==> config.mk <==
export PLATFORM = sky130hd
export DESIGN_NAME = mod12_run_ctrl
export DESIGN_NICKNAME = d
export VERILOG_FILES = /design/src/rtl/mod12_run_ctrl.sv
export SDC_FILE = /design/constraint.sdc
export NUM_CORES = 1
export LEC_CHECK = 0
export CAP_MARGIN = 5
export CORE_ASPECT_RATIO = 1.4
export CORE_UTILIZATION = 52
export CTS_CLUSTER_SIZE = 16
export DETAILED_ROUTE_END_ITERATION = 16
export PLACE_DENSITY_LB_ADDON = 0.3
export REMOVE_ABC_BUFFERS = 1
export SLEW_MARGIN = 10
export SYNTH_ARGS = -nofsm -noshare
export SYNTH_HDL_FRONTEND = slang
export SYNTH_SLANG_ARGS = --single-unit
==> constraint.sdc <==
create_clock -name clk -period 2.39 [get_ports clk]
set_input_delay 0.478 -clock clk [delete_from_list [all_inputs] [get_ports clk]]
set_output_delay 0.478 -clock clk [all_outputs]
set_load 0.005 [all_outputs]
==> src/rtl/mod12_run_ctrl.sv <==
// Run controller for a mod-MOD counter: sequences clear / prescaled enable pulses
// from a command stream and shadows the counter output to flag mismatches.
module mod12_run_ctrl #(
    parameter int MOD    = 12,
    parameter int CYC_W  = 16,
    parameter int PS_W   = 8,
    parameter int WRAP_W = 8
) (
    input  logic              clk,
    input  logic              reset,
    input  logic              cmd_valid,
    output logic              cmd_ready,
    input  logic [1:0]        cmd_op,
    input  logic [CYC_W-1:0]  cmd_cycles,
    input  logic [PS_W-1:0]   cmd_prescale,
    output logic              cnt_clear,
    output logic              cnt_enable,
    input  logic [3:0]        cnt_count,
    output logic              busy,
    output logic              done,
    output logic              aborted,
    output logic [WRAP_W-1:0] wraps,
    output logic              err
);

    localparam logic [2:0] S_IDLE  = 3'd0;
    localparam logic [2:0] S_CLEAR = 3'd1;
    localparam logic [2:0] S_RUN   = 3'd2;
    localparam logic [2:0] S_PAUSE = 3'd3;
    localparam logic [2:0] S_DONE  = 3'd4;

    localparam logic [1:0] OP_START  = 2'd0;
    localparam logic [1:0] OP_PAUSE  = 2'd1;
    localparam logic [1:0] OP_RESUME = 2'd2;
    localparam logic [1:0] OP_ABORT  = 2'd3;

    localparam logic [3:0] LAST = 4'(MOD - 1);

    logic [2:0]       state;
    logic [2:0]       state_nxt;
    logic [CYC_W-1:0] rem;
    logic [PS_W-1:0]  ps;
    logic [PS_W-1:0]  pc;
    logic [3:0]       expected;

    logic accept;
    logic start_ok;
    logic abort_ok;
    logic illegal;
    logic shadow_bad;
    logic last_pulse;

    assign cmd_ready  = (state != S_CLEAR);
    assign accept     = cmd_valid && cmd_ready;
    assign cnt_clear  = (state == S_CLEAR);
    assign cnt_enable = (state == S_RUN) && (pc == ps);
    assign busy       = (state == S_CLEAR) || (state == S_RUN) || (state == S_PAUSE);
    assign done       = (state == S_DONE);
    assign last_pulse = cnt_enable && (rem == CYC_W'(1));

    assign start_ok   = accept && (cmd_op == OP_START) &&
                        ((state == S_IDLE) || (state == S_DONE));
    assign abort_ok   = accept && (cmd_op == OP_ABORT) &&
                        ((state == S_RUN) || (state == S_PAUSE));
    assign shadow_bad = ((state == S_RUN) || (state == S_PAUSE) || (state == S_DONE)) &&
                        (cnt_count != expected);

    // NOTE: every always_comb output gets a default first so no latch is inferred.
    always_comb begin
        state_nxt = state;
        illegal   = 1'b0;
        case (state)
            S_IDLE, S_DONE: begin
                state_nxt = S_IDLE;
                if (accept) begin
                    if (cmd_op == OP_START)
                        state_nxt = (cmd_cycles == '0) ? S_DONE : S_CLEAR;
                    else
                        illegal = 1'b1;
                end
            end
            S_CLEAR: state_nxt = S_RUN;
            S_RUN: begin
                if (last_pulse)
                    state_nxt = S_DONE;
                if (accept) begin
                    case (cmd_op)
                        OP_PAUSE: if (!last_pulse) state_nxt = S_PAUSE;
                        OP_ABORT: state_nxt = S_IDLE;
                        default:  illegal = 1'b1;
                    endcase
                end
            end
            S_PAUSE: begin
                if (accept) begin
                    case (cmd_op)
                        OP_RESUME: state_nxt = S_RUN;
                        OP_ABORT:  state_nxt = S_IDLE;
                        default:   illegal = 1'b1;
                    endcase
                end
            end
            default: state_nxt = S_IDLE;
        endcase
    end

    always_ff @(posedge clk) begin
        if (reset) begin
            state    <= S_IDLE;
            rem      <= '0;
            ps       <= '0;
            pc       <= '0;
            expected <= '0;
            wraps    <= '0;
            err      <= 1'b0;
            aborted  <= 1'b0;
        end else begin
            state <= state_nxt;
            if (illegal || shadow_bad)
                err <= 1'b1;
            if (abort_ok)
                aborted <= 1'b1;
            if (state == S_RUN) begin
                if (cnt_enable) begin
                    pc       <= '0;
                    rem      <= rem - 1'b1;
                    expected <= (expected == LAST) ? 4'd0 : expected + 4'd1;
                    if (expected == LAST && wraps != '1)
                        wraps <= wraps + 1'b1;
                end else begin
                    pc <= pc + 1'b1;
                end
            end
            // A zero-length START only clears flags; the counter and its shadow stay put.
            if (start_ok) begin
                wraps   <= '0;
                err     <= 1'b0;
                aborted <= 1'b0;
                if (cmd_cycles != '0) begin
                    rem      <= cmd_cycles;
                    ps       <= cmd_prescale;
                    pc       <= '0;
                    expected <= '0;
                end
            end
        end
    end

endmodule
### Word level (Yosys, flattened, before mapping)

Cells that the tools add are included.

* bits in registers: 49
* bits of input ports: 33

* reduce and logical (&&, ||, !) cells: 26
* mux-type cells: 30
* equal/unequal tests: 15
* add/subtract/negate cells: 4

Operators with widths (number)
* $mux W16: 4
* $mux W8: 4
* $mux W3: 7
* $mux W4: 5
* $add A8 B1 Y8 const B: 2
* $eq A16 B1 Y1 const B: 1
* $logic_not A16 Y1: 1
* $reduce_bool A16 Y1: 1
* $sub A16 B1 Y16 const B: 1
* $pmux W3 S2: 2
* $pmux W3 S4: 1
* $logic_and A1 B1 Y1: 9
* $eq A8 B8 Y1: 1
* $ne A8 B8 Y1 const B: 1
* $reduce_or A2 Y1: 4
* $eq A3 B2 Y1 const B: 2
* $logic_or A1 B1 Y1: 6
* $mux W1: 6
* $add A4 B1 Y4 const B: 1
* $eq A2 B2 Y1 const B: 2
* $eq A4 B4 Y1 const B: 1
* $ne A4 B4 Y1: 1
* $reduce_and A2 Y1: 2
* $eq A3 B1 Y1 const B: 1
* 9 further kinds: 9

### Longest topological paths before layout

Gate-level depths: netlist of the first run.

* depth after elaboration: 8
* depth in mapped cells: 7

### Worst setup path before layout of the first run

OpenSTA, ideal clock, no wires.

* path type: input to register
* start point: in cmd_op[1]
* end point: reg pc[2]
* path slack: 573 ps
* arrival time: 1696 ps
* buffers on the path: 1
* library setup time: 121 ps
* cell stages on the path: 6
* path through: nand2b_1 > nand3b_1 > o21ai_1 > or2_2 > clkbuf_1 > nor2_1

* longest elaborated chain between the ends: 4

RTL lines
* start: declaration: line 13 `input logic [1:0] cmd_op,`
* $logic_not A2 Y1: line 61 `assign start_ok = accept && (cmd_op == OP_START) &&`
* $logic_and A1 B1 Y1 (2 in series): line 61
* $mux W8: line 135 `if (start_ok) begin`
* end signal: assignment: line 131 `pc <= pc + 1'b1;`
* end: declaration: line 43 `logic [PS_W-1:0] pc;`

No other way between the ends.
A chain may end at the register's enable or synchronous reset.

### Worst setup path in the final report of the first run

* start point: reg state[2]
* end point: out cnt_enable

* longest elaborated chain between the ends: 2

RTL lines
* start: declaration: line 39 `logic [2:0] state;`
* start signal: assignment: line 118 `state <= state_nxt;`
* $eq A3 B2 Y1: line 56 `assign cnt_enable = (state == S_RUN) && (pc == ps);`
* $logic_and A1 B1 Y1: line 56
* end: declaration: line 17 `output logic cnt_enable,`

No other way between the ends.

==> results.tsv, run 1 <==
stage	metric	value	unit
outcome	status	finished, final reports clean	
routing	WL final	6390	um
synthesis	Mapped Avg Cell Area	8.50	um2
critical_path	worst-path fanout max	5	
cells_and_area	FILL cells	419	
global_routing	antenna violations before repair	0	
synthesis	Unique masters post-synth	53	
clocking	Clock transition at path regs	0.09	ns
cells_and_area	commonest non-fill, non-tap cells in the layout	clkdlybuf4s50_1 (47), dfxtp_1 (43), nand2_1 (37), nor2_1 (32), xnor2_1 (29)	
floorplanning	Die ar.	0.00539	mm2
critical_path	WP data arrival	1.80	ns
critical_path	kind of critical path	reg -> out	
global_routing	first-pass GRT wire length	10500	um
timing	clock skew	0.00674	ns
synthesis	flops & latches, synth	49	
synthesis	Mapped Cells	312	
timing	Worst-Margin Slew	0.537	ns
routing	wire per inst	14.7	um
power_and_ir_drop	P_leak	1.18	nW
synthesis	register area share after synthesis	37.0	%
synthesis	Synth Cell Area	0.00265	mm2
cells_and_area	commonest non-fill, non-tap cell in the layout	clkdlybuf4s50_1	
global_routing	Overflow after GRT	0	
hold_path	worst hold path class	reg -> reg	
placed_design	GPL Wtd Cong	0.870	
global_routing	largest net degree at the start of global routing	20	
timing	fmax	0.439	GHz
clocking	H-tree levels	2	
clocking	Clock Latency Late Sink	0.30	ns
floorplanning	die width	62.4	um
job	maxcap violations	0	
routing	uppermost layer routed	met4	
floorplanning	Die H	86.5	um
timing	RSZ-0062 raised after global routing	false	
synthesis	number of synthesized flops with an enable pin	0	
timing	Final Max Slew Viols	0	
routing	Detailed Routing Iterations Pass 1	4	
clocking	cts bufs inserted	5	
routing	Residual DRC	0	
floorplanning	Core Area	0.00488	mm2
routing	routed vias	2446	
routing	wire length on met2	3190	um
cells_and_area	# diodes	0	
placed_design	pre-CTS setup slack	0.172	ns
power_and_ir_drop	Max VDD drop	0.435	mV
routing	WL met3	213	um
floorplanning	IO Pins	48	
critical_path	crit-path cells	and2b_1, nand2b_1, nor3_2, clkdlybuf4s50_1	
critical_path	Max stage delay cell, worst path	clkdlybuf4s50_1	
critical_path	CP Capture Type	output pin	
synthesis	Async SR Flop Fraction	0	%
power_and_ir_drop	total power	1.66	mW
synthesis	yosys warns	0	
cells_and_area	P&R area growth vs syn	26.9	%
placed_design	HPWL after DPL	4720	um
timing	Final Hold Viols	0	
timing	Setup Viol. Count Final	0	
synthesis	Primary FF master, synth	dfxtp_1	
global_routing	vias in the first global route	2286	
routing	Iter 0 DRT Violations	132	
placed_design	Port Buffers	47	
global_routing	Total GRT Usage	24.2	%
critical_path	CP max stage delay	0.54	ns
floorplanning	Initial Util	54.3	%
cells_and_area	nets@finish	408	
routing	detail-routed via count per cell	5.62	
clocking	Clock Sinks	49	
power_and_ir_drop	pwr dens	493	mW/mm2
clocking	clock tree buffer depth	2	
routing	antenna viol nets, final	0	
floorplanning	num rows	30	
critical_path	CP startpoint kind	flop	
cells_and_area	share of cells above drive strength 1	12.1	%
timing	slew margin rel.	63.9	%
timing	min setup slack post-route	0.113	ns
clocking	CTS tree	yes	
timing	Min Clock Period, post-route	2.28	ns
routing	met1 WL	2890	um
critical_path	CP required	1.91	ns
timing	period utilisation layout	95.3	%
clocking	clk root buf	clkbuf_8	
[layout make-up]
class	instances	area, um2	area share, %
Inverter	9	33.8	1.00
Sequential cell	49	988	29.4
Timing Repair Buffer	64	598	17.8
Multi-Input combinational cell	241	1580	47.1
Clock buffer	8	80.1	2.38
Tap cell	64	80.1	2.38
[power by group]
group / switching (mW) / leakage (nW) / internal [mW]
registers: 0.0268 / 0.400 / 0.841
logic: 0.159 / 0.742 / 0.163
clock network: 0.261 / 0.0395 / 0.209
total: 0.446 / 1.18 / 1.21
[cells in the mapped netlist, types with 2 or more instances]
cell type,instances,area [um2]
nand3_1,6,30.0
a31oi_1,2,12.5
inv_1,9,33.8
xor2_1,6,52.6
and3_1,2,12.5
nand4b_1,2,17.5
o21ai_0,6,30.0
or3_2,2,15.0
or2_2,4,25.0
nand2b_1,3,18.8
nor3_1,5,25.0
a211oi_1,5,37.5
dfxtp_1,49,981
o2bb2ai_1,11,96.3
or4b_1,2,20.0
nor4_2,2,25.0
a21oi_1,17,85.1
xnor2_1,29,254
or3_1,6,37.5
clkbuf_1,7,26.3
nor4_1,19,119
mux2i_1,4,40.0
buf_2,4,20.0
nand2_1,37,139
ha_1,5,62.6
nand4_1,10,62.6
nor2_1,32,120
[worst max-delay path: cells and delay by family, from the launching register on]
kind | cells | cell delay (ns)
and+or+nand+nor | 3 | 0.65
DFF | 1 | 0.32
buffers and inverters | 1 | 0.54
[metal layers]
metal / global-route usage [%] / up-vias
met1: 29.7 / 1145
met2: 42.8 / 48
met3: 4.34 / 11
met4: 8.25 / 0
met5: 0 / -
li1: - / 1242
[registers in the layout (all words and copies together) (netlist names)]
signal / flops
rem: 16
expected: 4
pc: 8
ps: 8
state: 3
aborted: 1
wraps: 8
err: 1
[per-stage QoR]
| stage | utilization (%) | std cells | setup TNS (ns) | area [um2] | hold slack [ns] |
|---|---|---|---|---|---|
| final | 68.9 | 435 | 0 | 3360 | 0.473 |
| after global routing | 68.9 | 435 | 0 | 3360 | 0.498 |
| after CTS | 68.8 | 435 | 0 | 3360 | 0.475 |
| after detailed placement | 67.1 | 427 | 0 | 3270 | 0.463 |
| after global placement | 67.1 | 427 | 0 | 3270 | 0.456 |
| after floorplan | - | 299 | -2.54 | 2590 | 0.443 |
[logic make-up after synthesis]
family                   Yosys count  synth area share (%)
multiplexers                       4                  1.51
buffers and inverters             22                  3.45
flip-flops                        49                  37.0
AO/OA/AOI/OAI                     53                  14.3
adder cells (fa/ha/maj)            5                  2.36
XOR/XNOR                          35                  11.6
AND/OR/NAND/NOR                  144                  29.8
[timing repair]
| item | CTS | global route |
|---|---|---|
| hold buffers | 0 | 0 |
| resized for setup | 1 | 6 |
| pin swaps | 0 | 1 |
| buffers inserted | 0 | 0 |
| setup endpoints to repair | 1 | 2 |
[final timing paths]
kind,startpoint,to,slack [ns],cells after the start
setup / recovery,state[2],cnt_enable,0.11,4
hold / removal,ps[5],ps[5],0.47,2
setup reg to reg,expected[0],wraps[7],0.36,6
hold reg to reg,ps[5],ps[5],0.47,2
No activity file was read; power rests on OpenSTA's default activity.
==> inputs of run 2 (changes only) <==
TNS_END_PERCENT = 20   (was unset)
==> results.tsv, run 2 (same netlist as run 1, synthesis figures left out) <==
stage	metric	value	unit
outcome	status	finished, final reports clean	
critical_path	kind of critical path	reg -> out	
cells_and_area	commonest non-fill, non-tap cells in the layout	dfxtp_1 (47), clkdlybuf4s50_1 (47), nand2_1 (37), nor2_1 (32), xnor2_1 (29)	
clocking	cts bufs inserted	5	
clocking	H-tree levels	2	
global_routing	Overflow after GRT	0	
floorplanning	Initial Util	54.3	%
hold_path	worst hold path class	reg -> reg	
floorplanning	Core Area	0.00488	mm2
timing	setup TNS	0	ns
critical_path	WP data arrival	1.83	ns
placed_design	Placed Instances	427	
clocking	CTS hold repair buffers	0	
routing	Detailed Routing Iterations Pass 1	4	
clocking	Clock Sinks	49	
timing	slew margin rel.	63.7	%
global_routing	vias in the first global route	2286	
clocking	Clock Latency Late Sink	0.30	ns
routing	antenna viol nets, final	0	
routing	routed vias	2446	
timing	RSZ-0062 raised after global routing	true	
clocking	postcts setup bufs	0	
critical_path	CP Capture Type	output pin	
power_and_ir_drop	pwr dens	494	mW/mm2
routing	detail-routed via count per cell	5.62	
floorplanning	Die ar.	0.00539	mm2
critical_path	CP required	1.91	ns
clocking	clk root buf	clkbuf_8	
cells_and_area	share of cells above drive strength 1	11.1	%
placed_design	GPL Wtd Cong	0.870	
power_and_ir_drop	total power	1.66	mW
power_and_ir_drop	internal cell power	1.21	mW
critical_path	CP max stage delay	0.54	ns
timing	Setup Viol. Count Final	0	
critical_path	worst-path fanout max	5	
timing	Worst-Margin Slew	0.540	ns
power_and_ir_drop	Comb power frac	19.4	%
critical_path	CP startpoint kind	flop	
cells_and_area	max reg flops	16	
global_routing	first-pass GRT wire length	10500	um
power_and_ir_drop	Sw Share	26.9	%
critical_path	CP Buf/Inv Count	1	
power_and_ir_drop	P_leak	1.18	nW
floorplanning	Die H	86.5	um
job	maxcap violations	0	
timing	clock skew	0.00674	ns
critical_path	crit-path cells	xnor2_1, nand4_1, nor3_2, clkdlybuf4s50_1	
global_routing	antenna violations before repair	0	
critical_path	family with the most delay on the worst path	buffers and inverters	
cells_and_area	Top reg by flops	rem	
power_and_ir_drop	share of power burned in the clock network	28.3	%
global_routing	largest net degree at the start of global routing	20	
routing	WL final	6390	um
floorplanning	die width	62.4	um
cells_and_area	# diodes	0	
placed_design	HPWL after DPL	4720	um
placed_design	Port Buffers	47	
timing	Min Clock Period, post-route	2.31	ns
clocking	clock tree buffer depth	2	
routing	wire per inst	14.7	um
power_and_ir_drop	Max VDD drop	0.435	mV
timing	fmax	0.433	GHz
routing	Iter 0 DRT Violations	132	
power_and_ir_drop	Psw	0.446	mW
cells_and_area	P&R area growth vs syn	26.7	%
clocking	CTS tree	yes	
floorplanning	IO Pins	48	
global_routing	Total GRT Usage	24.2	%
timing	Final Max Slew Viols	0	
critical_path	Max stage delay cell, worst path	clkdlybuf4s50_1	
clocking	Clock transition at path regs	0.08	ns
critical_path	Worst R2R Setup Slack	0.36	ns
floorplanning	num rows	30	
timing	Final Hold Viols	0	
cells_and_area	nets@finish	408	
cells_and_area	filler-free cell count of the finished design	435	
routing	Residual DRC	0	
power_and_ir_drop	share of power burned in registers	52.3	%
timing	period utilisation layout	96.6	%
run 2: cell counts in the layout (fill, tap and decap cells not counted):
No cell type changed its count.
run 2: path summary, 6_finish.rpt:
kind / from / end / depth (start not counted)
min reg2reg: ps[5] / ps[5] / 2
max: pc[3] / cnt_enable / 4
max reg2reg: expected[0] / wraps[7] / 6
min: ps[5] / ps[5] / 2
run 2: cell type report:
type	instances	area, um2
Multi-Input combinational cell	241	1580
Fill cell	418	1520
Sequential cell	49	983
Timing Repair Buffer	64	598
Clock buffer	8	80.1
Tap cell	64	80.1
Inverter	9	33.8
run 2: worst reg2reg max path: cells and delay by family (launching register included):
family | cells | cell delay (ns)
AND/OR/NAND/NOR | 3 | 1.02
flip-flops | 1 | 0.44
AO/OA/AOI/OAI | 2 | 0.28
adder cells (fa/ha/maj) | 1 | 0.23
run 2: through the flow:
step	instance area, um2	hold slack (ns)	util (%)	worst slack [ns]
2_1_floorplan	2590	0.443	-	-0.298
3_3_place_gp	3270	0.456	67.1	0.208
3_5_place_dp	3270	0.463	67.1	0.172
4_1_cts	3360	0.475	68.8	0.0282
5_1_grt	3360	0.498	68.8	-0.0149
6_report	3360	0.473	68.8	0.0814
run 2: what timing repair did:
item | CTS | global route
resized for setup | 1 | 2
hold endpoints to repair | 0 | 0
endpoints found under the setup margin | 1 | 2
run 2: power groups by stage:
stage                     sequential, mW  combinational (mW)  clock (mW)
after floorplan                    0.882               0.178           0
after global placement             0.885               0.311           0
after detailed placement           0.887               0.317           0
after CTS                          0.868               0.321       0.478
after global routing               0.872               0.352       0.515
final                              0.868               0.321       0.469
run 2: per-layer routing:
metal | GRT usage (%) | part of all wire [%] | vias up | wire, um
met5 | 0 | 0 | - | 0
met4 | 8.25 | 1.4 | 0 | 91
met3 | 4.34 | 3.3 | 11 | 213
met2 | 42.8 | 50 | 48 | 3190
met1 | 29.7 | 45 | 1145 | 2890
li1 | - | - | 1242 | -
==> inputs of run 3 (changes only) <==
CAP_MARGIN = unset   (was 5)
SLEW_MARGIN = unset   (was 10)
==> results of run 3 <==
The final DEF is identical to that of run 2; final timing and power are the same.
